**src/rtl/task_scheduler_fsm.sv**
```systemverilog
// Task dispatcher: walks a loadable memory of control/instruction frames and issues
// instruction frames to a core array under NO/ACQ/REL/END fence ordering.
module task_scheduler_fsm #(
  parameter int unsigned NUM_CORES = 4,
  parameter int unsigned TM_DEPTH  = 64,
  parameter int unsigned TM_WIDTH  = 64,
  parameter int unsigned REG_W     = 8,
  parameter int unsigned IF_W      = 4,
  parameter int unsigned AW        = $clog2(TM_DEPTH)
) (
  input  logic                         clk,
  input  logic                         reset,
  input  logic                         tm_we,
  input  logic [AW-1:0]                tm_waddr,
  input  logic [TM_WIDTH-1:0]          tm_wdata,
  input  logic                         run,
  input  logic [NUM_CORES-1:0]         Ready,
  output logic [NUM_CORES-1:0]         Start,
  output logic [TM_WIDTH-1:0]          Insn_Data,
  output logic [NUM_CORES-1:0]         Init_R0_Vect,
  output logic [NUM_CORES*REG_W-1:0]   Init_R0,
  output logic                         busy,
  output logic                         done
);

  localparam int unsigned CavLsb = 2;
  localparam int unsigned R0vLsb = CavLsb + NUM_CORES;
  localparam int unsigned IfnLsb = R0vLsb + NUM_CORES;
  localparam int unsigned R0Lsb  = IfnLsb + IF_W;

  typedef enum logic [1:0] {FenceNo = 2'd0, FenceAcq = 2'd1, FenceRel = 2'd2, FenceEnd = 2'd3} fence_e;
  typedef enum logic [1:0] {StIdle, StFetch, StIssue, StDone} state_e;

  logic [TM_WIDTH-1:0] mem [TM_DEPTH];

  state_e                       state_q, state_d;
  logic [AW-1:0]                tp_q, tp_d;
  logic [IF_W-1:0]              cnt_q, cnt_d;
  fence_e                       fence_q, fence_d;
  logic [NUM_CORES-1:0]         cav_q, cav_d;
  logic [NUM_CORES-1:0]         start_q, start_d;
  logic [TM_WIDTH-1:0]          insn_q, insn_d;
  logic [NUM_CORES-1:0]         r0v_q, r0v_d;
  logic [NUM_CORES*REG_W-1:0]   r0_q, r0_d;
  logic                         busy_q, busy_d;
  logic                         done_q, done_d;

  logic [TM_WIDTH-1:0]          frame;
  fence_e                       f_fence;
  logic [NUM_CORES-1:0]         f_cav;
  logic [IF_W-1:0]              f_ifn;
  logic                         gate;
  logic                         writable;

  assign frame   = mem[tp_q];
  assign f_fence = fence_e'(frame[1:0]);
  assign f_cav   = frame[CavLsb +: NUM_CORES];
  assign f_ifn   = frame[IfnLsb +: IF_W];

  assign writable = (state_q == StIdle) || (state_q == StDone);

  // Memory is deliberately not reset so a program survives a mid-run reset.
  always_ff @(posedge clk) begin
    if (tm_we && writable) begin
      mem[tm_waddr] <= tm_wdata;
    end
  end

  // END and release-type ordering both need the whole array idle.
  always_comb begin
    if (f_fence == FenceEnd || fence_q == FenceAcq || f_fence == FenceRel) begin
      gate = &Ready;
    end else begin
      gate = ~|(f_cav & ~Ready);
    end
  end

  always_comb begin
    state_d = state_q;
    tp_d    = tp_q;
    cnt_d   = cnt_q;
    fence_d = fence_q;
    cav_d   = cav_q;
    start_d = '0;
    insn_d  = insn_q;
    r0v_d   = r0v_q;
    r0_d    = r0_q;

    case (state_q)
      StIdle, StDone: begin
        if (run) begin
          tp_d    = '0;
          state_d = StFetch;
        end
      end
      StFetch: begin
        if (gate) begin
          fence_d = f_fence;
          cav_d   = f_cav;
          cnt_d   = f_ifn;
          r0v_d   = frame[R0vLsb +: NUM_CORES];
          r0_d    = frame[R0Lsb +: NUM_CORES*REG_W];
          tp_d    = tp_q + AW'(1);
          if (f_fence == FenceEnd) begin
            state_d = StDone;
          end else if (f_ifn == '0) begin
            state_d = StFetch;
          end else begin
            state_d = StIssue;
          end
        end
      end
      StIssue: begin
        if (~|(cav_q & ~Ready)) begin
          start_d = cav_q;
          insn_d  = frame;
          tp_d    = tp_q + AW'(1);
          cnt_d   = cnt_q - IF_W'(1);
          if (cnt_q == IF_W'(1)) begin
            state_d = StFetch;
          end
        end
      end
      default: state_d = StIdle;
    endcase

    busy_d = (state_d == StFetch) || (state_d == StIssue);
    done_d = (state_d == StDone);
  end

  always_ff @(posedge clk) begin
    if (reset) begin
      state_q <= StIdle;
      tp_q    <= '0;
      cnt_q   <= '0;
      fence_q <= FenceNo;
      cav_q   <= '0;
      start_q <= '0;
      insn_q  <= '0;
      r0v_q   <= '0;
      r0_q    <= '0;
      busy_q  <= 1'b0;
      done_q  <= 1'b0;
    end else begin
      state_q <= state_d;
      tp_q    <= tp_d;
      cnt_q   <= cnt_d;
      fence_q <= fence_d;
      cav_q   <= cav_d;
      start_q <= start_d;
      insn_q  <= insn_d;
      r0v_q   <= r0v_d;
      r0_q    <= r0_d;
      busy_q  <= busy_d;
      done_q  <= done_d;
    end
  end

  assign Start        = start_q;
  assign Insn_Data    = insn_q;
  assign Init_R0_Vect = r0v_q;
  assign Init_R0      = r0_q;
  assign busy         = busy_q;
  assign done         = done_q;

endmodule

```
**config.mk**
```make
export PLATFORM = sky130hd
export DESIGN_NAME = task_scheduler_fsm
export DESIGN_NICKNAME = d
export VERILOG_FILES = /design/src/rtl/task_scheduler_fsm.sv
export SDC_FILE = /design/constraint.sdc
export NUM_CORES = 2
export LEC_CHECK = 0
export BUFFER_PORTS_ARGS = -buffer_cell sky130_fd_sc_hd__buf_2
export CORE_ASPECT_RATIO = 1.75
export CORE_MARGIN = 5
export CORE_UTILIZATION = 55
export DETAILED_ROUTE_END_ITERATION = 7
export PLACE_DENSITY = 0.73
export SKIP_LAST_GASP = 1
export SLEW_MARGIN = 10
export SYNTH_ARGS = -nofsm -noshare
export SYNTH_HDL_FRONTEND = slang
export SYNTH_SLANG_ARGS = --single-unit
```
**constraint.sdc**
```tcl
create_clock -name clk -period 11 [get_ports clk]
set_input_delay 1.1 -clock clk [delete_from_list [all_inputs] [get_ports clk]]
set_output_delay 1.1 -clock clk [all_outputs]
set_load 0.01 [all_outputs]
```
==> flow_metrics.py <==
metrics = {
    "status": {
        "status": "finished, violations left",
        "failed_checks": "DRC, capacitance limit",
    },
    "placement": {
        "dp_slack_ns": 4.44,
        "placement.io_buffers": 183,
        "place_congestion": 0.864,
        "dp_hpwl_microns": 239000,
        "dp.cells": 10600,
    },
    "global_routing": {
        "grt_overflow": 0,
        "grt_max_degree": 139,
        "grt_pass1_wl_microns": 623000,
        "grt_pass1_vias": 79300,
        "track_usage": 0.297,
        "antenna_found_initial": 41,
    },
    "hold_path": {
        "hp-class": "flip-flop to flip-flop",
        "hold_path_end": "Insn_Data[19]",
        "min_from": "Insn_Data[19]",
        "hold_depth": 2,
    },
    "clocking": {
        "post_cts_resized": 0,
        "cts.clk_slew.worst_paths_ns": 0.07,
        "htree_num_levels": 5,
        "cts.sinks": 4226,
        "cts_tree": "built",
        "cts-root-buf": "clkbuf_16",
        "cts_buffer_depth": 4,
        "post_cts_buffers": 0,
        "clk_latency_ns": 0.95,
        "holdBufCountCts": 0,
        "numCtsBuffers": 355,
    },
    "die": {
        "dieWidth_microns": 419,
        "die-area_sq_mm": 0.303,
        "rows": 262,
        "io_pins": 184,
        "start_util": 0.552,
        "die_y_microns": 725,
        "coreArea_sq_mm": 0.291,
    },
    "power_and_ir_drop": {
        "leakage_nw": 53.7,
        "switching_share": 0.214,
        "power_switching_mw": 7.17,
        "peakVddDrop_v": 0.000134,
        "internal-power_mw": 26.4,
        "pwr-share-clk": 0.387,
        "p_seq_frac": 0.531,
        "p_per_area_mw_per_mm2": 188,
        "combPwrFrac": 0.082,
    },
    "detailed_routing": {
        "routed_wl_microns": 449000,
        "drt-wirelength-per-cell_microns": 39.9,
        "first_pass_iters": 8,
        "final_antenna_net_count": 0,
        "route.detailed.drc": 1,
        "vias": 78100,
        "viasPerCell": 6.95,
        "first_iter_violations": 11700,
    },
    "timing": {
        "hold_slack_ns": 0.451,
        "setup_viol": 0,
        "fin_tns_setup_ns": 0,
        "slew_violations": 0,
        "slew_headroom": 0.0170,
        "rsz0062_at_grt": "false",
        "worst_slack_ns": 4.45,
        "fin_skew_ns": 0.0830,
        "post-route-period-util": 0.595,
        "fmax_mhz": 153,
        "hold_viol_final": 0,
        "min_period_ns": 6.55,
        "worstMarginPinSlew_ns": 1.46,
    },
    "setup_path": {
        "crit_path_max_fanout": 48,
        "timing.rr.end": "Init_R0[28]",
        "critPathArrivalTime_ns": 7.31,
        "required_ns": 11.76,
        "critPathKind": "flip-flop to flip-flop",
        "rrSetupSlack_ns": 4.45,
        "rr_worst_depth": 12,
        "cp-end-kind": "flip-flop",
        "start_kind": "flip-flop",
    },
    "logic_synthesis": {
        "yosysSeqAreaShare": 0.782,
        "synthesis.nets": 6792,
        "synth_edf_count": 4096,
        "synth_area_sq_mm": 0.161,
        "synth.distinct_cells": 68,
        "synth_warnings": 0,
        "postSynthAreaPerCell_sq_um": 23.9,
        "synth-async-reset-ratio": 0,
        "synth_flop_cell": "edfxtp_1",
        "syn_inst": 6708,
        "ys_seq_elements": 4226,
    },
    "final_layout": {
        "layout_commonest_cell": "edfxtp_1",
        "nets": 7181,
        "seq_area_sq_mm": 0.126,
        "multi_input_area_sq_mm": 0.0338,
        "areaGrowthSynthToFinish_pct": 11.2,
        "drive_above_1_share": 0.304,
        "final_cell_mix": "edfxtp_1, mux4_2, clkbuf_16",
        "nFillCells": 18900,
        "stdcell_count": 11200,
    },
    "run": {
        "drv_cap": 1,
    },
}
==> worst max path at each step <==
stage | end | slack, ns | cells past startpoint
finish | Init_R0[28] | 4.45 | 12
global route | Init_R0[26] | 4.06 | 9
CTS | Init_R0[28] | 4.40 | 12
detailed placement | Init_R0[28] | 4.44 | 12
global placement | Init_R0[25] | 4.47 | 12
floorplan | mem[16][0] | 5.90 | 4
==> area by class of cell <==
class / instances / area share
antenna: 20 / 0.000280
inverter: 15 / 0.000385
clock inverter: 226 / 0.0140
tap: 3828 / 0.0268
sequential: 4226 / 0.703
clock buffer: 417 / 0.0521
timing repair buffer: 387 / 0.0140
multi-input combinational: 2112 / 0.189
==> layer usage <==
metal | GRT usage | up-vias | routed length [microns]
met4 | 0.179 | 20 | 34400
met1 | 0.355 | 41200 | 138000
met5 | 0.000640 | - | 128
li1 | - | 29500 | -
met3 | 0.0575 | 1487 | 47400
met2 | 0.502 | 5776 | 229000
==> power by group through the flow <==
stage	registers [mW]	clock network (mW)	logic [mW]
floorplan	18.1	0	2.07
global placement	18.1	0	2.72
detailed placement	18.2	0	2.78
CTS	17.8	13.1	2.80
global route	17.8	13.8	2.94
finish	17.8	13.0	2.76
==> through the flow <==
stage                     instance area, sq um  power (mW)  utilization
after floorplan                         161000        20.2            -
after global placement                  167000        20.9        0.573
after detailed placement                167000        20.9        0.573
after CTS                               179000        33.7        0.614
after global routing                    179000        34.5        0.614
final                                   179000        33.5        0.614
==> synthesized netlist by cell type, types with 12 or more instances <==
library cell	instances	share of area
inv_1	13	0.00030
edfxtp_1	4096	0.77
buf_6	24	0.0017
a21oi_1	78	0.0024
clkbuf_1	183	0.0043
mux2_2	12	0.00084
o21ai_0	15	0.00047
nand3_1	23	0.00072
buf_1	14	0.00033
nand2_1	192	0.0045
mux2i_1	160	0.010
nor2_1	145	0.0034
dfxtp_1	130	0.016
nor3_1	16	0.00050
a22oi_1	60	0.0028
nor2b_1	17	0.00066
buf_2	123	0.0038
nand4_1	13	0.00051
mux4_2	1234	0.17
==> state kept, by name (all words and copies together) (netlist names), 2 cells and up, named ones only <==
name / count
cnt_q: 4
Init_R0: 32
mem: 4096
cav_q: 4
tp_q: 6
Start: 4
fence_q: 2
Init_R0_Vect: 4
state_q: 2
Insn_Data: 64
==> cells by family after synthesis <==
logic type | synth area share
adders and majority gates | 0.000467
AOI/OAI and AO/OA | 0.00995
muxes | 0.184
and+or+nand+nor | 0.0129
DFF | 0.782
buffers and inverters | 0.0110
==> critical path, stage by stage, from the launching register on <==
cell and delay (ns):
dfxtp_4 0.89, buf_4 0.74, buf_4 0.86, mux4_2 0.61
a22oi_1 0.22, nand4_1 0.18, a21oi_1 0.36, o211ai_1 0.23
o31ai_4 0.65, buf_4 0.71, buf_4 0.51, mux2i_1 0.32
nor2_1 0.06
Note: power is estimated with default switching activity, not from simulation.
